## src/rtl/ifu_pipe_ctrl.sv

```systemverilog
// ifu_pipe_ctrl
//   Flow controller between the fetch response path and the IF/ID register.
//   Buffers responses while decode is stalled (skid FIFO), discards stale
//   in-flight responses after a redirect (DRAIN state), and holds off fetch
//   request issue so the skid FIFO cannot overflow.
//
// Optional feature macro: IFU_PIPE_CTRL_PERF_EN
//   defined   : perf_stall_cnt_o / perf_drop_cnt_o are 32-bit saturating counters
//   undefined : both perf outputs tied to 0, no counter flops
//
// Ports
//   clk, rst               : clock, synchronous active-high reset
//   fetch_req_fire_i       : fetch request accepted by imem this cycle
//   resp_*_i               : in-order fetch response and its payload
//   flush_i                : redirect from EXU (highest priority)
//   id_stall_i             : hazard stall from decode
//   fetch_hold_o           : IFU must not issue a request this cycle
//   pipe_stall_o/flush_o   : IF/ID register stall / flush controls
//   inst_valid_o, payload  : instruction presented to IF/ID (zeros when invalid)
//   ovf_err_o              : sticky skid-FIFO overflow flag
//   perf_*_cnt_o           : performance counters
module ifu_pipe_ctrl #(
    parameter int FIFO_DEPTH      = 2,
    parameter int OST_MAX         = 3,
    parameter int INST_DATA_WIDTH = 32,
    parameter int INST_ADDR_WIDTH = 32
) (
    input  logic                       clk,
    input  logic                       rst,
    input  logic                       fetch_req_fire_i,
    input  logic                       resp_valid_i,
    input  logic [INST_DATA_WIDTH-1:0] resp_inst_i,
    input  logic [INST_ADDR_WIDTH-1:0] resp_addr_i,
    input  logic                       resp_pred_branch_i,
    input  logic                       resp_pred_jalr_i,
    input  logic [INST_ADDR_WIDTH-1:0] resp_branch_addr_i,
    input  logic                       flush_i,
    input  logic                       id_stall_i,
    output logic                       fetch_hold_o,
    output logic                       pipe_stall_o,
    output logic                       pipe_flush_o,
    output logic                       inst_valid_o,
    output logic [INST_DATA_WIDTH-1:0] inst_o,
    output logic [INST_ADDR_WIDTH-1:0] inst_addr_o,
    output logic                       pred_branch_o,
    output logic                       pred_jalr_o,
    output logic [INST_ADDR_WIDTH-1:0] branch_addr_o,
    output logic                       ovf_err_o,
    output logic [31:0]                perf_stall_cnt_o,
    output logic [31:0]                perf_drop_cnt_o
);

    localparam int OST_W = $clog2(OST_MAX + 1);
    localparam int PTR_W = $clog2(FIFO_DEPTH);
    localparam int SUM_W = ((OST_W > PTR_W + 1) ? OST_W : PTR_W + 1) + 1;
    localparam logic [OST_W:0] OST_LIM = (OST_W + 1)'(OST_MAX);

    typedef struct packed {
        logic [INST_DATA_WIDTH-1:0] inst;
        logic [INST_ADDR_WIDTH-1:0] addr;
        logic                       pred_branch;
        logic                       pred_jalr;
        logic [INST_ADDR_WIDTH-1:0] branch_addr;
    } fetch_ent_t;

    typedef enum logic {RUN = 1'b0, DRAIN = 1'b1} state_t;

    state_t                         state;
    logic [OST_W-1:0]               ost_cnt;
    logic [OST_W-1:0]               drop_cnt;
    fetch_ent_t [FIFO_DEPTH-1:0]    fifo_mem;
    logic [PTR_W:0]                 wptr, rptr;
    logic [PTR_W:0]                 fifo_cnt;
    logic                           fifo_empty, fifo_full;

    fetch_ent_t                     resp_ent, out_ent;
    logic                           in_drain;
    logic                           resp_keep, bypass, pop, push, do_write, ovf_hit;
    logic [OST_W:0]                 ost_inc, ost_dec;
    logic [OST_W-1:0]               ost_next;
    logic [SUM_W-1:0]               fill;

    assign resp_ent = '{inst:        resp_inst_i,
                        addr:        resp_addr_i,
                        pred_branch: resp_pred_branch_i,
                        pred_jalr:   resp_pred_jalr_i,
                        branch_addr: resp_branch_addr_i};

    // Extra pointer bit distinguishes full from empty.
    assign fifo_cnt   = wptr - rptr;
    assign fifo_empty = (wptr == rptr);
    assign fifo_full  = (wptr[PTR_W] != rptr[PTR_W]) &&
                        (wptr[PTR_W-1:0] == rptr[PTR_W-1:0]);

    assign in_drain  = (state == DRAIN);
    assign resp_keep = resp_valid_i & ~flush_i & ~in_drain;
    assign pop       = ~flush_i & ~id_stall_i & ~fifo_empty;
    // Bypass only when nothing older is buffered, so ordering is preserved.
    assign bypass    = resp_keep & ~id_stall_i & fifo_empty;
    assign push      = resp_keep & ~bypass;
    assign ovf_hit   = push & fifo_full & ~pop;
    assign do_write  = push & (~fifo_full | pop);

    // Outstanding count; a response with nothing outstanding (pre-reset
    // request) must not underflow, and the count is clipped at OST_MAX.
    assign ost_inc  = {1'b0, ost_cnt} + (OST_W + 1)'(fetch_req_fire_i);
    assign ost_dec  = (resp_valid_i && ost_inc != '0) ? ost_inc - (OST_W + 1)'(1) : ost_inc;
    assign ost_next = (ost_dec > OST_LIM) ? OST_LIM[OST_W-1:0] : ost_dec[OST_W-1:0];

    assign fill         = SUM_W'(ost_cnt) + SUM_W'(fifo_cnt);
    assign fetch_hold_o = (fill >= SUM_W'(FIFO_DEPTH)) | (ost_cnt == OST_LIM[OST_W-1:0]);

    assign pipe_stall_o = id_stall_i & ~flush_i;
    assign pipe_flush_o = flush_i;

    assign out_ent       = pop ? fifo_mem[rptr[PTR_W-1:0]] : (bypass ? resp_ent : '0);
    assign inst_valid_o  = pop | bypass;
    assign inst_o        = out_ent.inst;
    assign inst_addr_o   = out_ent.addr;
    assign pred_branch_o = out_ent.pred_branch;
    assign pred_jalr_o   = out_ent.pred_jalr;
    assign branch_addr_o = out_ent.branch_addr;

    // Control state: RUN/DRAIN, outstanding and drop counters.
    always_ff @(posedge clk) begin
        if (rst) begin
            state    <= RUN;
            ost_cnt  <= '0;
            drop_cnt <= '0;
        end else begin
            ost_cnt <= ost_next;
            if (flush_i) begin
                // Everything still in flight, including a request firing now, is stale.
                drop_cnt <= ost_next;
                state    <= (ost_next != '0) ? DRAIN : RUN;
            end else if (in_drain && resp_valid_i) begin
                drop_cnt <= drop_cnt - OST_W'(1);
                if (drop_cnt == OST_W'(1))
                    state <= RUN;
            end
        end
    end

    always_ff @(posedge clk) begin
        if (rst) begin
            wptr      <= '0;
            rptr      <= '0;
            ovf_err_o <= 1'b0;
        end else if (flush_i) begin
            wptr <= '0;
            rptr <= '0;
        end else begin
            if (do_write) wptr <= wptr + (PTR_W + 1)'(1);
            if (pop)      rptr <= rptr + (PTR_W + 1)'(1);
            if (ovf_hit)  ovf_err_o <= 1'b1;
        end
    end

    always_ff @(posedge clk) begin
        if (do_write && !flush_i)
            fifo_mem[wptr[PTR_W-1:0]] <= resp_ent;
    end

`ifdef IFU_PIPE_CTRL_PERF_EN
    logic        resp_drop;
    logic [31:0] stall_cnt, drop_cnt_perf;

    assign resp_drop = resp_valid_i & (flush_i | in_drain);

    always_ff @(posedge clk) begin
        if (rst) begin
            stall_cnt     <= '0;
            drop_cnt_perf <= '0;
        end else begin
            if (pipe_stall_o && stall_cnt != '1)
                stall_cnt <= stall_cnt + 32'd1;
            if (resp_drop && drop_cnt_perf != '1)
                drop_cnt_perf <= drop_cnt_perf + 32'd1;
        end
    end

    assign perf_stall_cnt_o = stall_cnt;
    assign perf_drop_cnt_o  = drop_cnt_perf;
`else
    assign perf_stall_cnt_o = '0;
    assign perf_drop_cnt_o  = '0;
`endif

endmodule

```

## config.mk

```make
export PLATFORM = sky130hd
export DESIGN_NAME = ifu_pipe_ctrl
export DESIGN_NICKNAME = d
export VERILOG_FILES = /design/src/rtl/ifu_pipe_ctrl.sv
export SDC_FILE = /design/constraint.sdc
export NUM_CORES = 1
export LEC_CHECK = 0
export CORE_UTILIZATION = 34
export DETAILED_ROUTE_END_ITERATION = 8
export PLACE_DENSITY = 0.62
export SYNTH_ARGS = -nofsm -noshare
export SYNTH_HDL_FRONTEND = slang
export SYNTH_SLANG_ARGS = --single-unit
```

## constraint.sdc

```tcl
create_clock -name clk -period 8.8 [get_ports clk]
set_input_delay 1.76 -clock clk [delete_from_list [all_inputs] [get_ports clk]]
set_output_delay 1.76 -clock clk [all_outputs]
set_load 0.02 [all_outputs]
```

==> metrics.md <==
| Metric | Value |
|---|---|
| Outcome | `finished, final reports clean` |
| H-tree lvl count | `1` |
| DR vias/cell | `roughly 4.6` |
| Latest clock arrival within the worst-skew pair | `0.50 ns` |
| Ys Warns | `0` |
| Detailed placement HPWL | `11.56 mm` |
| NumNets Final | `between 900 and 1,000` |
| Max Slew Vio Count | `0` |
| Share of post-route cells with drive strength above 1 | `0.04545` |
| Initial DRC Count | `approximately 180` |
| Synthesized instance count | `approximately 670` |
| Initial antenna violation count | `0` |
| Die W | `164.6 µm` |
| Crit path capture type | `primary output` |
| PortBufs | `slightly above 200` |
| Global route overflow | `0` |
| Register area share after synthesis | `0.6772` |
| Cts repair resizes | `0` |
| Post-Synth Simple-Gate Area | `0.05764` |
| Hold Vio Cnt, Final | `0` |
| DR vias | `around 5,500` |
| Slew headroom | `0.3205` |
| Core area | `between 20,000 and 30,000 µm²` |
| Leak pwr | `around 3.7 nW` |
| Number of synthesized register bits | `206` |
| Routed Antenna Nets | `0` |
| WP data required | `7.04 ns` |
| Syn Area/Cell | `approximately 14 µm²` |
| Top cells by area, synth | `edfxtp_1, mux2i_1, o21ai_0` |
| Max-Cap Viols | `0` |
| Dominant synthesized flop cell | `edfxtp_1` |
| Mux cell area share after synthesis | `0.1092` |
| WP data arrival | `4.69 ns` |
| # setup viols final | `0` |
| RSZ-0062 raised after global routing | `no` |
| Synthesis-to-finish area growth | `31.09%` |
| ANT cells | `0` |
| # rows | `just under 60` |
| Total CTS buffers | `22` |
| Post-CTS Setup Inserts | `0` |
| TritonRoute pass-1 iters | `4` |
| Clk slew on worst S/H paths | `approximately 0.06 ns` |
| CTS Hold Buffers Added | `0` |
| Global-route wire length before repair | `27.77 mm` |
| Hold/Removal Path Class | `reg2reg` |
| Largest net degree at the start of global routing | `64` |
| Synth Cell Area | `8986 µm²` |
| Top cells by count, synth | `edfxtp_1, nand2_1, o21ai_0, mux2i_1, buf_4` |
| Die height | `164.6 µm` |
| Compound-Gate Fraction of Synth Area | `0.06628` |
| Largest family of logic cells by synthesized area | `multiplexers` |
| Maximum root-to-sink buffer count | `3` |
| Crit path kind | `in2out` |
| Setup TNS | `0 ns` |
| Max Clock Freq | `around 0.16 GHz` |
| Avg WL per Cell | `about 15 µm` |
| Crit-path max FO | `59` |
| CTS Sinks | `206` |
| Number of global-route vias before repair | `5,110` |
| Post-synth cell types | `31` |
| Crit start category | `primary input` |
| Share of the synthesized area in the top cell type | `0.6550` |
| Max IR drop VDD | `~100 µV` |
| Xor and xnor area share after synthesis | `0.004873` |
| Post-route minimum period | `around 6.4 ns` |
| # IOs | `approximately 270` |
| Routed wire length | `18.52 mm` |
| CTS root buf | `clkbuf_16` |
| Slew @ Worst Pin | `1.019 ns` |
| Pwr dens | `roughly 180 nW/µm²` |
| TritonCTS clock tree | `done` |
| Clock skew | `about 0.0084 ns` |
| DRC | `0` |
| Initial core utilization | `0.3458` |
| Number of synthesized flops with an enable pin | `between 150 and 200` |
| Reg2Reg Depth | `5` |
| Ys async rst share | `0` |
| Die area | `about 27,000 µm²` |
| Cell taking the most area after synthesis | `edfxtp_1` |
| Tcrit/Tclk final | `0.7328` |
| Post-layout util | `0.4533` |
| RD Place Congestion | `0.7270` |
| GRT Overall Usage | `0.1324` |
| Hold Path Depth | `2` |
| Top-count cell post-synth | `edfxtp_1` |
| Synth Area in Adders | `0.01058` |
==> worst paths after layout <==
path,slack (ns),from,end
max,2.35,flush_i,inst_o[4]
min reg2reg,0.48,ovf_err_o,ovf_err_o
min,0.48,ovf_err_o,ovf_err_o
max reg2reg,5.33,rptr[0],fifo_mem[9]
==> worst max-delay path, cell delays in order <==
cell and delay, ns:
clkdlybuf4s50_1 0.71, a211o_2 0.82, buf_4 0.51, o21ai_0 0.20, clkdlybuf4s50_1 0.61
==> metal layers <==
metal / part of all wire / wire (µm) / GRT usage / vias to the layer above
met5: 0 / 0 / 0 / -
met4: 0.021 / 387 / 0.03378 / 0
met3: 0.078 / 1445 / 0.04093 / 26
met2: 0.47 / 8717 / 0.2152 / 182
met1: 0.43 / 7973 / 0.1713 / 2638
li1: - / - / - / 2695
==> power by group <==
| part | leakage, nW | internal [mW] | total [mW] | switching [mW] |
|---|---|---|---|---|
| combinational | 1.57 | 0.102 | 0.235 | 0.132 |
| clock | 0.315 | 0.480 | 0.829 | 0.349 |
| sequential | 1.86 | 1.10 | 1.11 | 0.00936 |
| total | 3.75 | 1.68 | 2.17 | 0.491 |
==> registers in the layout (all words and copies together), names as in the netlist <==
name and flops:
rptr 2, fifo_mem 196, ovf_err_o 1, wptr 2, drop_cnt 2, ost_cnt 2
in_drain 1
==> area by class of cell <==
cell class / count / area (µm²)
clock buffer: 32 / 609.3
clock inverter: 8 / 38.79
timing repair buffer: 212 / 2107
fill: 2360 / 14200
inverter: 7 / 26.28
sequential: 206 / 6090
tap: 335 / 419.2
multi-input combinational: 415 / 2490
==> cell families (layout without fill, tap and decap cells) <==
family / Yosys count / count (layout)
XOR/XNOR: 5 / 5
flip-flops: 206 / 206
buffers and inverters: 107 / 259
AO/OA/AOI/OAI: 114 / 114
adder cells (fa/ha/maj): 7 / 7
AND/OR/NAND/NOR: 127 / 127
other: 1 / 64
multiplexers: 98 / 98
==> cells in the final DEF, fill, tap and decap left out, types with 2 or more instances in the layout <==
| cell | netlist | routed |
|---|---|---|
| nand2b_1 | 4 | 4 |
| and3_4 | 0 | 2 |
| ha_1 | 6 | 6 |
| dfxtp_1 | 10 | 9 |
| nand3_1 | 3 | 3 |
| a21oi_1 | 4 | 4 |
| clkinv_1 | 0 | 3 |
| buf_4 | 65 | 6 |
| o31ai_1 | 2 | 2 |
| o21ai_0 | 101 | 101 |
| inv_1 | 7 | 7 |
| clkbuf_1 | 24 | 9 |
| clkbuf_16 | 0 | 23 |
| nor2_1 | 8 | 8 |
| clkinv_2 | 0 | 4 |
| nand2_1 | 102 | 102 |
| conb_1 | 1 | 64 |
| o21a_1 | 2 | 2 |
| clkdlybuf4s50_1 | 0 | 206 |
| edfxtp_1 | 196 | 196 |
| xnor2_1 | 4 | 4 |
| a211oi_1 | 3 | 3 |
| mux2i_1 | 98 | 98 |
| nor2b_1 | 2 | 2 |
==> through the flow <==
| step | instance area [µm²] | power (mW) | hold slack [ns] | setup slack, ns | instances |
|---|---|---|---|---|---|
| finish | 11780 | 2.174 | 0.4846 | 2.352 | 1215 |
| global route | 11780 | 2.264 | 0.5011 | 2.096 | 1215 |
| CTS | 11780 | 2.204 | 0.4864 | 2.313 | 1215 |
| detailed placement | 11130 | 1.367 | 0.4768 | 2.313 | 1175 |
| global placement | 11130 | 1.363 | 0.4634 | 2.368 | 1175 |
| floorplan | 9223 | 1.271 | 0.4608 | 3.647 | 728 |
Note: power is estimated with default switching activity, not from simulation.
